[src/rtl/three_bit_full_adder_if.sv]
//------------------------------------------------------------------------------
// Module      : three_bit_full_adder_if
// Description : Operand/result bundle for the registered ripple-carry adder.
// Revision    : 1.0 - initial release
//------------------------------------------------------------------------------
`default_nettype none

interface three_bit_full_adder_if #(
    parameter int WIDTH = 3
);
    logic             in_valid;
    logic [WIDTH-1:0] a;
    logic [WIDTH-1:0] b;
    logic             c_in;
    logic [WIDTH-1:0] sum;
    logic             c_out;
    logic             overflow;
    logic             out_valid;

    modport master (
        output in_valid, a, b, c_in,
        input  sum, c_out, overflow, out_valid
    );

    modport slave (
        input  in_valid, a, b, c_in,
        output sum, c_out, overflow, out_valid
    );
endinterface

`default_nettype wire

[src/rtl/three_bit_full_adder.sv]
//------------------------------------------------------------------------------
// Module      : three_bit_full_adder
// Description : Ripple-carry adder built from 1-bit full-adder cells, registered.
// Revision    : 1.0 - initial release
//------------------------------------------------------------------------------
`default_nettype none

module three_bit_full_adder #(
    parameter int WIDTH = 3
) (
    input  wire logic            clk,
    input  wire logic            rst_n,
    three_bit_full_adder_if.slave bus
);

    logic [WIDTH:0]   w_carry;
    logic [WIDTH-1:0] w_sum;
    logic             w_overflow;

    logic [WIDTH-1:0] r_sum;
    logic             r_c_out;
    logic             r_overflow;
    logic             r_out_valid;

    assign w_carry[0] = bus.c_in;

    generate
        for (genvar i = 0; i < WIDTH; i++) begin : g_cell
            assign w_sum[i]       = bus.a[i] ^ bus.b[i] ^ w_carry[i];
            assign w_carry[i+1]   = (bus.a[i] & bus.b[i]) |
                                    (w_carry[i] & (bus.a[i] ^ bus.b[i]));
        end
    endgenerate

    // Signed overflow: carries into and out of the MSB disagree.
    assign w_overflow = w_carry[WIDTH] ^ w_carry[WIDTH-1];

    // Operands are only sampled under in_valid, so idle X never reaches the outputs.
    always_ff @(posedge clk) begin
        if (!rst_n) begin
            r_sum       <= '0;
            r_c_out     <= 1'b0;
            r_overflow  <= 1'b0;
            r_out_valid <= 1'b0;
        end else begin
            r_out_valid <= bus.in_valid;
            if (bus.in_valid) begin
                r_sum      <= w_sum;
                r_c_out    <= w_carry[WIDTH];
                r_overflow <= w_overflow;
            end
        end
    end

    assign bus.sum       = r_sum;
    assign bus.c_out     = r_c_out;
    assign bus.overflow  = r_overflow;
    assign bus.out_valid = r_out_valid;

endmodule

`default_nettype wire

[src/flat_wrapper.sv]
// flat-port wrapper written by rule: the top's interface ports become plain ports
module three_bit_full_adder_flat 
#(
    parameter int WIDTH = 3
)
  (clk, rst_n, bus_in_valid, bus_a, bus_b, bus_c_in, bus_sum, bus_c_out, bus_overflow, bus_out_valid);
  three_bit_full_adder_if #(.WIDTH(WIDTH)) bus_i ();
  input  wire logic clk;
  input  wire logic rst_n;
  input wire logic [$bits(bus_i.in_valid)-1:0] bus_in_valid;
  input wire logic [$bits(bus_i.a)-1:0] bus_a;
  input wire logic [$bits(bus_i.b)-1:0] bus_b;
  input wire logic [$bits(bus_i.c_in)-1:0] bus_c_in;
  output wire logic [$bits(bus_i.sum)-1:0] bus_sum;
  output wire logic [$bits(bus_i.c_out)-1:0] bus_c_out;
  output wire logic [$bits(bus_i.overflow)-1:0] bus_overflow;
  output wire logic [$bits(bus_i.out_valid)-1:0] bus_out_valid;
  assign bus_i.in_valid = bus_in_valid;
  assign bus_i.a = bus_a;
  assign bus_i.b = bus_b;
  assign bus_i.c_in = bus_c_in;
  assign bus_sum = bus_i.sum;
  assign bus_c_out = bus_i.c_out;
  assign bus_overflow = bus_i.overflow;
  assign bus_out_valid = bus_i.out_valid;
  three_bit_full_adder #(.WIDTH(WIDTH)) u_core (.clk(clk), .rst_n(rst_n), .bus(bus_i));
endmodule
[config.mk]
export PLATFORM = sky130hd
export DESIGN_NAME = three_bit_full_adder_flat
export DESIGN_NICKNAME = d
export VERILOG_FILES = /design/src/rtl/three_bit_full_adder_if.sv /design/src/rtl/three_bit_full_adder.sv /design/src/flat_wrapper.sv
export SDC_FILE = /design/constraint.sdc
export NUM_CORES = 1
export LEC_CHECK = 0
export BUFFER_PORTS_ARGS = -buffer_cell sky130_fd_sc_hd__buf_2
export CAP_MARGIN = 5
export CORE_AREA = 2 2 39 41
export CTS_BUF_LIST = sky130_fd_sc_hd__clkbuf_4
export DETAILED_ROUTE_END_ITERATION = 6
export DIE_AREA = 0 0 41 43
export HOLD_SLACK_MARGIN = 0.08
export SLEW_MARGIN = 5
export SYNTH_ARGS = -nofsm -noshare
export SYNTH_HDL_FRONTEND = slang
export SYNTH_SLANG_ARGS = --single-unit
[constraint.sdc]
create_clock -name clk -period 2.8 [get_ports clk]
set_clock_uncertainty 0.15 [all_clocks]
set_input_delay 0.42 -clock clk [delete_from_list [all_inputs] [get_ports clk]]
set_output_delay 0.42 -clock clk [all_outputs]
set_load 0.05 [all_outputs]
# Word level (Yosys, flattened, before mapping)
# Index checks and enable logic that the tools add are counted.
# totals
ff_bits,6
wordCells,20
output_inout_bits,6
# op_classes
bitwise_logic,16
# op_table
op,count
1-bit bitwise XOR,7
1-bit bitwise AND,6
1-bit OR,3

# Depth between registers and ports, before layout
# logic_depth
word_depth,8
ltp_mapped,8

# Worst setup path after synthesis
# No wires, ideal clock.
# synth_path
path_type,in2reg
startpoint,in bus_c_in
endpoint,"reg u_core.r_overflow, in the netlist u_core.bus.overflow"
arrival_time_ns,1.839
setup_ns,0.117
path_stages,8
slack_ns,0.694
path_cell_list,inv_1 > fa_1 > inv_1 > fa_1 > inv_1 > fa_1 > xnor2_1 > a22o_1
# synth_via
elab_chain_cells,7
# synth_lines
item,line_no,text
start: declaration,flat_wrapper.sv:13,input wire logic [$bits(bus_i.c_in)-1:0] bus_c_in;
1-bit bitwise AND (*),three_bit_full_adder.sv:31,(w_carry[i] & (bus.a[i] ^ bus.b[i]));
1-bit OR (*),three_bit_full_adder.sv:30,assign w_carry[i+1] = (bus.a[i] & bus.b[i]) |
1-bit bitwise AND (*),three_bit_full_adder.sv:31,
1-bit OR (*),three_bit_full_adder.sv:30,
1-bit bitwise AND,three_bit_full_adder.sv:31,
1-bit OR,three_bit_full_adder.sv:30,
1-bit bitwise XOR (*),three_bit_full_adder.sv:36,assign w_overflow = w_carry[WIDTH] ^ w_carry[WIDTH-1];
end signal: assignment,three_bit_full_adder.sv:50,r_overflow <= w_overflow;
end: declaration,three_bit_full_adder.sv:22,logic r_overflow;
# Every way passes the cells marked *; elsewhere a longest branch is shown, timed or not.
# A chain may end at the register's enable or synchronous reset.

# Worst setup path after layout
# Ends and elaborated chain as after synthesis.

==> results.env <==
TIMING.SETUP.TNS_NS=0
NET-SWITCHING-POWER_mW=0.0755
DR_TOTAL_VIAS=239
SYNTH_CELL_TYPES=11
VDD_IR_DROP_MAX_V=0.000225
MAX_FREQ_MHz=498
POST_ROUTE_CELLS_DRIVE_ABOVE_1_SHARE_PCT=41.3
GRT_REMAINING_OVERFLOW=0
CLK_ROOT_BUFFER_CELL='sky130_fd_sc_hd__clkbuf_4'
CTS-HOLD-FIX-BUFFERS=0
WL_PER_CELL_UM=8.02
POST-DP-HPWL_UM=417
GRT_USAGE_PCT=7.68
TIMING.CRITICAL_PATH.MAX_DELAY_FAMILY='adder cells'
POST-PLACE-CELLS=59
SYNTH.CELLS.MOST_FREQUENT='7 x sky130_fd_sc_hd__inv_1, 6 x sky130_fd_sc_hd__dfxtp_1, 3 x sky130_fd_sc_hd__fa_1, 3 x sky130_fd_sc_hd__nand2_1, 3 x sky130_fd_sc_hd__o211a_1'
POWER_DENSITY_nW_PER_UM2=581
SYNTHARSTFLOPSHARE_PCT=0
FINAL.PERIOD_UTILIZATION_PCT=71.8
DIE_FOOTPRINT_UM2=1760
END_KIND='flop'
PWR-SHARE-COMB_PCT=28.1
IO_PINS=16
TIMING.FINAL.CRIT_PERIOD_NS=2.01
DESIGN.FINAL.NETS=61
TOTAL_POWER_mW=0.241
H-TREE-DEPTH=1
MULTI_INPUT_LOGIC_AREA_UM2=150
SYN-CELL-AREA_UM2=308
CTS_RESIZED=0
FINALWEIGHTEDCONGESTION=0.659
FINAL_MAX_SLEW_VIOL_COUNT=0
CRIT_PATH_MAX_FANOUT=2
DETAILEDROUTE.FIRSTPASSITERATIONCOUNT=2
FIRST_ITER_VIOLATIONS=1
REQUIRED_NS=2.78
FLOORPLAN.DIE.WIDTH_UM=41
GRT_PASS1_VIAS=231
SYNTH.MOST_COMMON_CELL='sky130_fd_sc_hd__inv_1'
P_LEAK_nW=0.245
PROPORTION_OF_SYNTHESIZED_CHIP_AREA_IN_SEQUENTIAL_CELLS_PCT=39.0
P_SEQ_SHARE_PCT=40.1
WORST_SKEW_PAIR.LATE_LATENCY_NS=0.23
FINALNONFILLERCELLS=62
POSTLAYOUTCOREUTIL_PCT=29.9
ANTENNA_VIOLATIONS_BEFORE_REPAIR=0
CPMAXSTAGEDELAYCELL='sky130_fd_sc_hd__fa_1'
PLACEMENT.IO_BUFFERS=15
AVGVIACOUNTPERCELL=3.85
HP-CLASS='flop to flop'
GRT_MAX_DEGREE=10
DP_WORST_SETUP_SLACK_NS=0.526
LAYOUT-AREA-OVERHEAD-VS-SYNTH_PCT=34.6
FINAL_HOLD_VIOL_COUNT=0
CLOCK_PATH_BUFFERS=2
FP-ROW-COUNT=14
TIMING.MAX_CAP.VIOLATIONS=0
FLOORPLAN.INITIALDENSITY_PCT=22.2
TIMING.CRITICAL_PATH.SLOWEST_CELL_DELAY_NS=0.40
CTS_INSERTED_BUFFERS=3
SYNTH_TOP_AREA_CELL='sky130_fd_sc_hd__dfxtp_1'
POST_SYNTH_MAIN_AREA_CONTRIBUTORS='sky130_fd_sc_hd__dfxtp_1 39%, sky130_fd_sc_hd__fa_1 20%, sky130_fd_sc_hd__o211a_1 9.8%, sky130_fd_sc_hd__inv_1 8.5%, sky130_fd_sc_hd__nor2b_1 4.1%'
CTS.SINK_COUNT=6
POSTCTSSETUPREPAIRBUFS=0
SYNTHESIS.NETS=42
DETAIL-ROUTE-ANTENNA-NETS=0
WORST_SLEW_PIN_TRAN_NS=0.250
SYNTHCELLS=29
FINAL-SEQ-AREA_UM2=120
PATH_CELLS='buf_2, inv_1, fa_1, inv_1, fa_1, inv_1, fa_1, xnor2_1, a22o_1'
CRITICAL_PATH_BUF_INV_COUNT=4
TIMING.FINAL.SETUP_VIOLATIONS=0
CLOCK_POWER_SHARE_PCT=31.9
POWER.SHARE.SWITCHING_PCT=31.4
SYNTH_FLOP_CELL='sky130_fd_sc_hd__dfxtp_1'
INTERNAL_POWER_mW=0.165
POSTLAYOUTSETUPSLACKWORST_NS=0.791
CTS.REPORTEDPATHS.CLKPINSLEW_NS=0.04
GRT_PASS1_WL_UM=855
WORST-SETUP-PATH-TYPE='input pin to flop'
DETAIL_ROUTE.WIRELENGTH_UM=497
PLACEABLECOREAREA_UM2=1380
SETUP.WORST_PATH.START_CLASS='input pin'
ANTENNA_CELLS_INSERTED=0
RELSLEWSLACK_PCT=83.5
DRCVIOLATIONCOUNT=0
OUTCOME='completed'
DIE_HEIGHT_UM=43
SYNTH_EDF_COUNT=0
SYNTH_WARNINGS=0
SYNTH-SEQ-CELLS=6
WORST_EP_ARRIVAL_TIME_NS=1.99
POST-SYNTH-TOP-AREA-FRACTION_PCT=39.0
GRT_SETUP_UNREPAIRED='no'
N_FILL_CELL=154
SYNTH_AREA_PER_CELL_UM2=10.6
CLOCK_TREE_FROM_TRITONCTS='done'
cell usage in the layout, fill, tap and decap left out:
master / synthesis / layout
sky130_fd_sc_hd__mux2i_1: 1 / 1
sky130_fd_sc_hd__fa_1: 3 / 3
sky130_fd_sc_hd__nand2_1: 3 / 3
sky130_fd_sc_hd__buf_2: 0 / 15
sky130_fd_sc_hd__nor2b_1: 2 / 2
sky130_fd_sc_hd__o211a_1: 3 / 3
sky130_fd_sc_hd__dfxtp_1: 6 / 6
sky130_fd_sc_hd__clkbuf_4: 0 / 3
sky130_fd_sc_hd__and2_4: 1 / 1
sky130_fd_sc_hd__a22o_1: 1 / 1
sky130_fd_sc_hd__xnor2_1: 1 / 1
sky130_fd_sc_hd__inv_1: 7 / 7
per-stage QoR:
step	area, um2	hold WS [ns]
finish	414	0.321
global route	414	0.323
CTS	414	0.325
detailed placement	392	0.316
global placement	392	0.315
floorplan	308	0.398
state kept, by name, summed over array words and instances (netlist names):
name,count
u_core.bus.sum,3
u_core.bus.overflow,1
u_core.bus.out_valid,1
u_core.bus.c_out,1
power by group through the flow:
| stage | Sequential, mW | Combinational [mW] | Clock [mW] |
|---|---|---|---|
| finish | 0.0964 | 0.0675 | 0.0767 |
| global route | 0.0973 | 0.0735 | 0.0875 |
| CTS | 0.0965 | 0.0688 | 0.0813 |
| detailed placement | 0.0981 | 0.0687 | 0 |
| global placement | 0.0980 | 0.0683 | 0 |
| floorplan | 0.124 | 0.0253 | 0 |
cells by family (layout without fill, tap and decap cells):
group | Yosys count | count (layout) | synth area share [%]
xor+xnor | 1 | 1 | 2.85
compound gates | 4 | 4 | 12.6
flops | 6 | 6 | 39.0
buf+inv | 8 | 25 | 12.2
fa+ha+maj | 3 | 3 | 19.5
simple gates | 6 | 6 | 10.6
mux | 1 | 1 | 3.25
per-layer routing:
layer  track usage [%]  vias up  part of all wire [%]
li1                  -      124                     -
met1              7.54      106                    41
met2              10.9        9                    48
met3              9.42        0                    11
met4                 0        0                     0
met5                 0        -                     0
final cells by class:
| type | instances | area share [%] |
|---|---|---|
| clock buffers | 3 | 5.44 |
| multi-input cells | 15 | 36.3 |
| well taps | 16 | 4.83 |
| flip-flops and latches | 6 | 29.0 |
| inverters | 7 | 6.34 |
| repair buffers | 15 | 18.1 |
path summary, 6_finish.rpt:
check,startpoint,to,slack [ns],cells past startpoint
worst max-delay path,bus_c_in,u_core.bus.overflow,0.79,9
worst min-delay path,u_core.bus.sum[0],u_core.bus.sum[0],0.32,1
worst max register to register,u_core.bus.overflow,u_core.bus.overflow,1.90,2
worst min register to register,u_core.bus.sum[0],u_core.bus.sum[0],0.32,1
(Power assumes the default switching activity.)
